--- config.mk ---
export PLATFORM = sky130hd
export DESIGN_NAME = memory_arbiter
export DESIGN_NICKNAME = d
export VERILOG_FILES = /design/src/rtl/cpu_types_pkg.sv /design/src/rtl/arb_select.sv /design/src/rtl/memory_arbiter.sv
export SDC_FILE = /design/constraint.sdc
export NUM_CORES = 1
export LEC_CHECK = 0
export CAP_MARGIN = 10
export CORE_AREA = 5 5 166 168
export DETAILED_ROUTE_END_ITERATION = 10
export DIE_AREA = 0 0 171 173
export HOLD_SLACK_MARGIN = 0.06
export PLACE_DENSITY = 0.53
export SLEW_MARGIN = 20
export SYNTH_ARGS = -nofsm -noshare
export SYNTH_HDL_FRONTEND = slang
export SYNTH_SLANG_ARGS = --single-unit
--- constraint.sdc ---
create_clock -name CLK -period 3.3 [get_ports CLK]
set_input_delay 0.495 -clock CLK [delete_from_list [all_inputs] [get_ports CLK]]
set_output_delay 0.495 -clock CLK [all_outputs]
set_load 0.005 [all_outputs]
--- src/rtl/cpu_types_pkg.sv ---
// Shared types for the cache/controller memory protocol.
package cpu_types_pkg;

  localparam int unsigned WORD_W = 32;

  typedef logic [WORD_W-1:0] word_t;

  typedef enum logic [1:0] {
    FREE   = 2'd0,
    BUSY   = 2'd1,
    ACCESS = 2'd2,
    ERROR  = 2'd3
  } ramstate_t;

  typedef enum logic [1:0] {
    IWORD  = 2'd0,
    DREAD  = 2'd1,
    DWRITE = 2'd2
  } gnt_kind_t;

  typedef enum logic {
    IDLE  = 1'b0,
    SERVE = 1'b1
  } arb_state_t;

  // Data returned to the requester when the RAM reports ERROR.
  localparam word_t BAD_WORD = 32'hBAD1BAD1;

  function automatic int unsigned ptr_width(input int unsigned n);
    return (n > 1) ? $clog2(n) : 1;
  endfunction

endpackage

--- src/rtl/arb_select.sv ---
// Combinational CPU picker: first requester found searching upward from the pointer.
module arb_select
  import cpu_types_pkg::*;
#(
  parameter int unsigned NCPUS = 2
) (
  input  logic [NCPUS-1:0]               i_req,
  input  logic [ptr_width(NCPUS)-1:0]    i_ptr,
  output logic [NCPUS-1:0]               o_gnt
);

  localparam int unsigned PW = ptr_width(NCPUS);

  logic [PW-1:0] w_idx;
  logic          w_found;

  always_comb begin
    o_gnt   = '0;
    w_idx   = '0;
    w_found = 1'b0;
    for (int unsigned k = 0; k < NCPUS; k++) begin
      w_idx = PW'((32'(i_ptr) + k) % NCPUS);
      if (!w_found && i_req[w_idx]) begin
        o_gnt[w_idx] = 1'b1;
        w_found      = 1'b1;
      end
    end
  end

endmodule

--- src/rtl/memory_arbiter.sv ---
// Serialises per-CPU instruction/data requests onto one RAM port.
// MEMARB_ROUND_ROBIN_EN selects round-robin CPU arbitration; default is fixed priority.
module memory_arbiter
  import cpu_types_pkg::*;
#(
  parameter int unsigned NCPUS = 2
) (
  input  logic                    CLK,
  input  logic                    RST,
  input  logic [NCPUS-1:0]        iREN,
  input  logic [NCPUS-1:0]        dREN,
  input  logic [NCPUS-1:0]        dWEN,
  input  word_t [NCPUS-1:0]       iaddr,
  input  word_t [NCPUS-1:0]       daddr,
  input  word_t [NCPUS-1:0]       dstore,
  output logic [NCPUS-1:0]        iwait,
  output logic [NCPUS-1:0]        dwait,
  output word_t [NCPUS-1:0]       iload,
  output word_t [NCPUS-1:0]       dload,
  output logic                    ramREN,
  output logic                    ramWEN,
  output word_t                   ramaddr,
  output word_t                   ramstore,
  input  word_t                   ramload,
  input  ramstate_t               ramstate
);

  localparam int unsigned PW = ptr_width(NCPUS);

  arb_state_t    r_state;
  arb_state_t    w_state_nxt;
  logic [PW-1:0] r_gnt_cpu;
  logic [PW-1:0] w_gnt_cpu_nxt;
  gnt_kind_t     r_gnt_kind;
  gnt_kind_t     w_gnt_kind_nxt;

  logic [NCPUS-1:0] w_req;
  logic [NCPUS-1:0] w_gnt_oh;
  logic [PW-1:0]    w_sel_cpu;
  gnt_kind_t        w_sel_kind;
  logic [PW-1:0]    w_ptr;
  logic             w_gnt_req;
  word_t            w_load;

  assign w_req = iREN | dREN | dWEN;

  arb_select #(.NCPUS(NCPUS)) u_arb_select (
    .i_req (w_req),
    .i_ptr (w_ptr),
    .o_gnt (w_gnt_oh)
  );

`ifdef MEMARB_ROUND_ROBIN_EN
  logic [PW-1:0] r_ptr;
  logic          w_done;

  // A completion is the only time a wait bit goes low.
  assign w_done = ~(&iwait & &dwait);

  always_ff @(posedge CLK) begin
    if (RST) begin
      r_ptr <= '0;
    end else if (w_done) begin
      r_ptr <= (r_gnt_cpu == PW'(NCPUS - 1)) ? '0 : r_gnt_cpu + PW'(1);
    end
  end

  assign w_ptr = r_ptr;
`else
  assign w_ptr = '0;
`endif

  // One-hot winner to index, then kind priority dWEN > dREN > iREN.
  always_comb begin
    w_sel_cpu = '0;
    for (int unsigned c = 0; c < NCPUS; c++) begin
      if (w_gnt_oh[c]) w_sel_cpu = PW'(c);
    end
    if (dWEN[w_sel_cpu])      w_sel_kind = DWRITE;
    else if (dREN[w_sel_cpu]) w_sel_kind = DREAD;
    else                      w_sel_kind = IWORD;
  end

  always_comb begin
    case (r_gnt_kind)
      IWORD:   w_gnt_req = iREN[r_gnt_cpu];
      DREAD:   w_gnt_req = dREN[r_gnt_cpu];
      DWRITE:  w_gnt_req = dWEN[r_gnt_cpu];
      default: w_gnt_req = 1'b0;
    endcase
  end

  always_ff @(posedge CLK) begin
    if (RST) begin
      r_state    <= IDLE;
      r_gnt_cpu  <= '0;
      r_gnt_kind <= IWORD;
    end else begin
      r_state    <= w_state_nxt;
      r_gnt_cpu  <= w_gnt_cpu_nxt;
      r_gnt_kind <= w_gnt_kind_nxt;
    end
  end

  always_comb begin
    w_state_nxt    = r_state;
    w_gnt_cpu_nxt  = r_gnt_cpu;
    w_gnt_kind_nxt = r_gnt_kind;
    ramREN         = 1'b0;
    ramWEN         = 1'b0;
    ramaddr        = '0;
    ramstore       = '0;
    iwait          = '1;
    dwait          = '1;
    iload          = '0;
    dload          = '0;
    w_load         = (ramstate == ACCESS) ? ramload : BAD_WORD;
    case (r_state)
      IDLE: begin
        if (|w_req) begin
          w_state_nxt    = SERVE;
          w_gnt_cpu_nxt  = w_sel_cpu;
          w_gnt_kind_nxt = w_sel_kind;
        end
      end
      SERVE: begin
        ramWEN   = (r_gnt_kind == DWRITE);
        ramREN   = (r_gnt_kind != DWRITE);
        ramaddr  = (r_gnt_kind == IWORD) ? iaddr[r_gnt_cpu] : daddr[r_gnt_cpu];
        ramstore = (r_gnt_kind == DWRITE) ? dstore[r_gnt_cpu] : '0;
        // Dropped request aborts without completing.
        if (!w_gnt_req) begin
          w_state_nxt = IDLE;
        end else if (ramstate == ACCESS || ramstate == ERROR) begin
          w_state_nxt = IDLE;
          if (r_gnt_kind == IWORD) begin
            iwait[r_gnt_cpu] = 1'b0;
            iload[r_gnt_cpu] = w_load;
          end else begin
            dwait[r_gnt_cpu] = 1'b0;
            dload[r_gnt_cpu] = w_load;
          end
        end
      end
      default: w_state_nxt = IDLE;
    endcase
  end

endmodule

After elaboration in Yosys (flattened, before gate mapping)
Index checks and enable logic that the tools add are counted.

Logic and storage cells: 77. Input port bits: 234. Flip-flop bits (word level): 4.

Bitwise gates (word level): 5. Order comparisons: 3. Muxes and demuxes: 54. Equality and inequality tests: 5. Reduce and logical (&&, ||, !) cells: 7.

Operators by type and width (count): 2-to-1 mux 64 bit (8); 2-to-1 mux 32 bit (12); AND 64 bit (1); demux 32 bit (select 1 bit) (1); 2-to-1 mux 1 bit (20); 2-to-1 mux 2 bit (10); == test 2 bit, second input constant (3); < comparator 1 x 2 -> 1 bit, second input constant (2); OR 2 bit (2); case mux 1 bit (3 select lines) (1); == test 2 x 1 -> 1 bit, second input constant (1); logical AND 1 bit (2); zero test 2 bit (1); != test 2 bit, second input constant (1); NOT 2 bit (1); case mux 1 bit (2 select lines) (1); AND reduction 2 bit (1); OR reduction 2 bit (1); demux 1 bit (select 1 bit) (1); greater-or-equal comparator 1 bit, second input constant (1); zero test 1 bit (1); logical OR 1 bit (1); NOT 1 bit (1).

Logic depth before layout (Yosys ltp)
Gate-level depths: netlist of run 1.

Word-level depth: 11. Mapped depth: 7. Gate-level depth less buffers: 4.

Modules after synthesis
A second synthesis of run 1 with hierarchy kept.

Cells, all modules: 400. Area total of the unflattened synthesis: 2757.6 um^2.

By module, submodules not included: memory_arbiter (area each 2738.9 um^2, sequential area each 80.1 um^2, cells an instance 397, instances 1); arb_select (area each 18.8 um^2, sequential area each 0.0 um^2, cells an instance 3, instances 1).

Least setup slack after synthesis of run 1
OpenSTA, ideal clock, no wires.

Kind: reg-to-output. Start: reg r_gnt_cpu. End: out ramaddr[10]. Arrival: 1.651 ns. Stages on the path, launching flop included: 6. Setup slack: 1.154 ns. Buffers on the path: 3. Cell sequence: dfxtp_1 -> buf_2 -> buf_4 -> buf_2 -> mux4_2 -> and2_1.

Word-level cells in the longest chain between the ends: 4. Elaborated cells between the ends (all ways): 6. Classes of those cells: 6 x mux.

RTL lines: start: declaration (line memory_arbiter.sv:32) `logic [PW-1:0] r_gnt_cpu;`; start signal: assignment (line memory_arbiter.sv:100) `r_gnt_cpu <= w_gnt_cpu_nxt;`; 2-to-1 mux 32 bit (implied by the code) (2 in a row) (line memory_arbiter.sv:129) `ramaddr = (r_gnt_kind == IWORD) ? iaddr[r_gnt_cpu] : daddr[r_gnt_cpu];`; 2-to-1 mux 32 bit (*) (line memory_arbiter.sv:129); 2-to-1 mux 32 bit (*) (line memory_arbiter.sv:118) `case (r_state)`; end: declaration (line memory_arbiter.sv:22) `output word_t ramaddr,`.

Mark *: on every way between the ends. The rest lies on a longest branch, timed or not. The select of a mux whose other input is x is not followed.

==> impl_metrics.ini, run 1 <==
[status]
outcome = completed

[clocking]
clkLatencyLatePin_ns = 0.23
cts_max_level = 1
path_clk_slew_ns = 0.03
cts_inserted_buffers = 3
cts_hold_buf = 0
clockBufferDepth = 2
numClockSinks = 4
tritoncts = built
cts-root-buf = clkbuf_16

[setup_path]
endpoint_kind = output port
critical_path_class = input port to output port
cp_slowest_stage_delay_ns = 0.60
slowest_stage = clkdlybuf4s50_1
cp_max_fo = 8
critical_path.top_delay_family = buffers and inverters
critPathRequiredTime_ns = 2.80
crit_path_start_kind = input port
crit_path_cell_trace = clkdlybuf4s50_1 > a21boi_0 > buf_4 > a211oi_4 > buf_4 > o21ai_2 > nor4_1 > clkdlybuf4s50_1
path_buf_inv = 4
arrival_ns = 2.74

[placement]
dp_hpwl_microns = 18520
numPortBuffers = 431
routabilityCongestion = 0.7684

[sta]
max_slew.worst_pin.slew_ns = 0.5226
finalMaxSlewViolations = 0
fmax_mhz = 309.0
setup_viol = 0
fin_skew_ns = 0.002749
grt_setup_unrepaired = yes
min_period_over_period_pct = 98.08
relSlewSlack_pct = 65.16
hold_viol = 0
min_period_ns = 3.236
whs_ns = 0.5631

[drt]
wire_per_inst_microns = 19.52
drc = 0
wl_microns = 22200
detail-route-antenna-nets = 0
drtIter0Drc = 188
vias = 4578
firstDrtPassIters = 4
via_per_inst = 4.026

[power_and_ir_drop]
intPower_uw = 775.2
power_frac_comb_pct = 77.7
power.density_nw_per_um2 = 149.3
pwr-share-seq_pct = 5.1
vdd_ir_drop_max_v = 0.0001516
p_switching_uw = 380.2
p_leak_uw = 0.002731
p_clk_share_pct = 17.3
p_total_uw = 1155
swShare_pct = 32.91

[synthesis]
ys_top_cells_by_area = mux4_2, nor2_1, and2_1
synthDistinctLibCells = 36
synth_area_sq_um = 2794
yosysWarningCount = 0
synth_top_cell_by_area = mux4_2
synth-seq-cells = 4
syn_nets = 607
netlist_instances = 373
synth_area_per_cell_sq_um = 7.490
yosys.area.top_type_share_pct = 25.79
seq_area_frac_synth_pct = 2.866

[floorplan]
dieWidth_microns = 171
fp.coreArea_sq_um = 25760
rows = 59
fp.dieArea_sq_um = 29580
start_util_pct = 10.84
die_h_microns = 173
io-pin-count = 432

[final_layout]
nets = 1037
syn2layout_area_growth_pct = 177.0
drive_above_1_share_pct = 9.975
n_antenna_cell = 0
fillers = 2769

[flow_run]
cap_violations = 0

[min_path]
min_path_type = flop to flop

[global_routing]
grt_pass1_vias = 5008
gr-total-overflow = 0
grt_max_degree = 63
grt_use_total_pct = 13.97
antenna_found_initial = 0
grt_pass1_wl_microns = 32240
## cells in the mapped netlist
library cell,n
nor2b_1,1
buf_4,7
nand2_1,2
or4_1,1
a211oi_1,1
nand2b_1,5
nor2_2,1
o21ai_0,1
dfxtp_1,4
inv_1,4
buf_1,1
clkbuf_1,17
o211ai_1,1
o21ai_2,2
a211oi_4,2
nor2_1,116
o2111ai_4,2
nand4b_1,4
inv_2,1
or2_1,1
nor3b_1,1
a211o_1,2
and4_1,18
mux4_2,32
mux2i_1,34
clkbuf_2,2
nor3_1,21
nand4_1,1
and2_1,61
a21oi_2,1
nand3_1,1
a21oi_4,1
a21oi_1,5
nor4_1,6
buf_2,11
a21boi_0,2
## layer usage
layer / part of all wire, % / global-route usage, %
met1: 39 / 16.23
met2: 50 / 25.66
met5: 0 / 0
met3: 9.4 / 3.744
met4: 1.5 / 2.641
## placed cells by master, fill, tap and decap left out, types with 2 or more instances in the layout
cell and n:
a211o_1 2, mux4_2 32, dfxtp_1 3, a21boi_0 2, and2_1 61, buf_4 27
nand2_1 2, buf_12 5, nor3_1 21, a21oi_1 5, o2111ai_4 2, inv_1 4
nor2_1 116, mux2i_1 33, and4_1 18, clkdlybuf4s50_1 431, clkbuf_16 3, nor4_1 6
a211oi_4 2, nand2b_1 5, nand4b_1 4
## state kept, by name (all words and copies together) (netlist names)
name and flops:
r_state 1, r_gnt_kind 2, r_gnt_cpu 1
## final timing paths
check | from | endpoint | slack (ns) | cells after the start
setup / recovery | dWEN[1] | dload[18] | 0.06 | 8
hold / removal | r_gnt_kind[0] | r_gnt_kind[0] | 0.56 | 2
setup reg to reg | r_gnt_cpu | r_state | 1.77 | 6
hold reg to reg | r_gnt_kind[0] | r_gnt_kind[0] | 0.56 | 2
## per-stage QoR
| stage | setup TNS [ns] | utilization (%) | std cells | instance area (sq um) | worst slack, ns |
|---|---|---|---|---|---|
| 2_1_floorplan | 0 | - | 373 | 2794 | 1.154 |
| 3_3_place_gp | 0 | 29.66 | 1132 | 7641 | 0.005757 |
| 3_5_place_dp | -0.1880 | 29.66 | 1132 | 7641 | -0.03073 |
| 4_1_cts | 0 | 29.99 | 1136 | 7727 | 0.006870 |
| 5_1_grt | -0.1129 | 30.04 | 1137 | 7739 | -0.04096 |
| 6_report | 0 | 30.04 | 1137 | 7739 | 0.06352 |
## worst reg2reg max path, stage by stage (launching register included)
cell	delay (ns)
dfxtp_4	0.36
buf_4	0.33
inv_2	0.11
a211oi_4	0.20
buf_4	0.20
o21ai_0	0.11
a21oi_1	0.16
## cells by family (layout without fill, tap and decap cells)
logic type      Yosys count  count (layout)  share of synthesized area, %
simple gates            240             240                         44.25
mux                      66              66                         37.98
buf+inv                  43             472                         7.299
compound gates           20              20                         7.613
flops                     4               4                         2.866
## final cells by class
type | instances | area (sq um) | area share, %
multi-input combinational | 326 | 2521 | 32.58
timing repair buffer | 463 | 4617 | 59.66
tap | 335 | 419.2 | 5.416
sequential | 4 | 83.83 | 1.083
inverter | 5 | 18.77 | 0.2425
clock buffer | 4 | 78.83 | 1.019
## timing repair
action / 4_1_cts / 5_1_grt
setup buffers: 0 / 1
setup endpoints to repair: 16 / 27
pin swaps: 0 / 1
gates resized for setup: 1 / 1
## power groups by stage
stage	clock (uW)	combinational, uW	sequential [uW]
floorplan	0	337	54.4
global placement	0	904	59.3
detailed placement	0	904	59.1
CTS	200	915	58.6
global route	206	966	59.5
finish	199	897	58.5
(Power assumes the default switching activity.)
==> run 2: changes to the inputs <==
- SKIP_LAST_GASP: unset -> 1
==> results of run 2 <==
Final layout, timing and power as in run 1 (identical DEF).
==> run 3: changes to the inputs <==
- GPL_TIMING_DRIVEN: unset -> 0
==> run 3 against run 2 <==
Against the previous run: critical path depth stayed put; wire length is 4.3% higher; first-iteration DRC count is 30% lower; critical path type unchanged; critical endpoint is now iload[58]; highest routed layer unchanged.
==> impl_metrics.ini, run 3 (synthesis results as in run 1) <==
[status]
outcome = completed

[drt]
wire_per_inst_microns = 20.12
vias = 4630
detail-route-antenna-nets = 0
wl_microns = 23160
firstDrtPassIters = 4
drc = 0
via_per_inst = 4.023
drtIter0Drc = 132

[placement]
numPortBuffers = 431
place_area_sq_um = 7527
dp_hpwl_microns = 19790
routabilityCongestion = 0.7883
pre_cts_ws_ns = -0.5087
placedCellCount = 1139

[setup_path]
rr_endpoint = r_gnt_cpu
arrival_ns = 2.75
rr_worst_depth = 6
reg2reg_from = r_gnt_cpu
cp_max_fo = 10
endpoint_kind = output port
critPathRequiredTime_ns = 2.80
crit_path_start_kind = input port
critical_path_class = input port to output port
reg2reg_slack_ns = 1.47

[clocking]
tritoncts = built
cts_inserted_buffers = 3
clockBufferDepth = 2
cts-root-buf = clkbuf_16
clkLatencyLatePin_ns = 0.23
path_clk_slew_ns = 0.03
cts_max_level = 1
numClockSinks = 4
cts_hold_buf = 0

[final_layout]
drive_above_1_share_pct = 10.67
fillers = 2746
top_regs = r_gnt_kind: 2 flops, r_gnt_cpu: 1 flops, r_state: 1 flops
syn2layout_area_growth_pct = 179.1
multiInputGateArea_sq_um = 2551
final_cell_mix = clkdlybuf4s50_1, nor2_1, and2_1, mux4_2, mux2i_1
finalNonFillerCells = 1151
nets = 1051
regArea_sq_um = 80.08
fin_area_sq_um = 7799
largest_reg_flops = 2
top_register = r_gnt_kind
final_common_cell = clkdlybuf4s50_1

[min_path]
hold_end = r_gnt_kind[0]
min_path_cells = 3
min_path_type = flop to flop
min_from = r_gnt_kind[0]

[sta]
finalMaxSlewViolations = 0
whs_ns = 0.6429
fin_skew_ns = 0.001266
min_period_ns = 3.247
setup_viol = 0
worst_slack_ns = 0.05287
hold_viol = 0
relSlewSlack_pct = 61.99
fmax_mhz = 308.0
grt_setup_unrepaired = yes
min_period_over_period_pct = 98.40
max_slew.worst_pin.slew_ns = 0.5701

[floorplan]
fp.dieArea_sq_um = 29580
fp.coreArea_sq_um = 25760
dieWidth_microns = 171
io-pin-count = 432
start_util_pct = 10.84
die_h_microns = 173
rows = 59

[global_routing]
gr-total-overflow = 0
grt_pass1_wl_microns = 32660
grt_max_degree = 11
antenna_found_initial = 1
grt_use_total_pct = 14.30
grt_pass1_vias = 5011

[power_and_ir_drop]
p_total_uw = 1164
power.density_nw_per_um2 = 149.2
p_leak_uw = 0.002783
vdd_ir_drop_max_v = 0.0001235

[flow_run]
cap_violations = 0
==> run 3: cell types whose count changed in the layout (fill, tap and decap cells not counted), moves of 2 or more <==
cell	change
buf_2	+9
buf_4	-13
buf_6	+2
clkbuf_1	+10
clkbuf_2	+2
clkbuf_4	+4
clkdlybuf4s50_1	-3
dlymetal6s2s_1	+2
mux2i_1	-2
mux2i_2	+2
==> run 3: how the worst max path moves through the flow <==
stage	startpoint	to	slack, ns	depth (start not counted)
after global placement	ramstate[0]	dload[22]	-0.50	7
final	ramstate[1]	iload[58]	0.05	8
after CTS	ramstate[1]	iload[39]	0.002	7
after detailed placement	ramstate[0]	dload[22]	-0.51	7
after floorplan	r_gnt_cpu	ramaddr[10]	1.15	5
after global routing	ramstate[1]	iload[49]	-0.06	8
==> run 3: repair_timing <==
| action | CTS | global route |
|---|---|---|
| endpoints found under the setup margin | 102 | 52 |
| pin swaps | 6 | 4 |
| resized for setup | 16 | 16 |
| cloned | 0 | 0 |
| setup buffers | 5 | 5 |
==> run 3: per-layer routing <==
| metal | vias up | wire length [microns] | track usage [%] |
|---|---|---|---|
| li1 | 2218 | - | - |
| met1 | 2157 | 9148 | 16.70 |
| met2 | 248 | 11620 | 26.25 |
| met3 | 7 | 2265 | 4.178 |
| met4 | 0 | 129 | 1.981 |
| met5 | - | 0 | 0 |
==> run 3: through the flow <==
stage | setup TNS (ns) | util (%)
2_1_floorplan | 0 | -
3_3_place_gp | -23.79 | 29.22
3_5_place_dp | -25.54 | 29.22
4_1_cts | 0 | 29.93
5_1_grt | -0.5409 | 30.27
6_report | 0 | 30.27
==> run 3: power by group <==
part	total, uW	internal (uW)	switching, uW
Combinational	920	566	354
Clock	189	155	34.7
Sequential	54.5	52.6	1.91
==> run 3: layout make-up <==
type                       instances  area share (%)
antenna                            1         0.03209
buffer                            36           2.679
clock buffer                       3          0.9626
inverter                           5          0.2407
multi-input combinational        326           32.71
sequential                         4           1.027
tap                              335           5.375
timing repair buffer             441           56.97
==> run 3: critical path: stages <==
cell	delay (ns)
clkdlybuf4s50_1	0.57
and2_2	0.28
nand4_1	0.19
buf_4	0.21
nor2_4	0.13
clkbuf_4	0.22
and2_1	0.13
clkdlybuf4s50_1	0.51
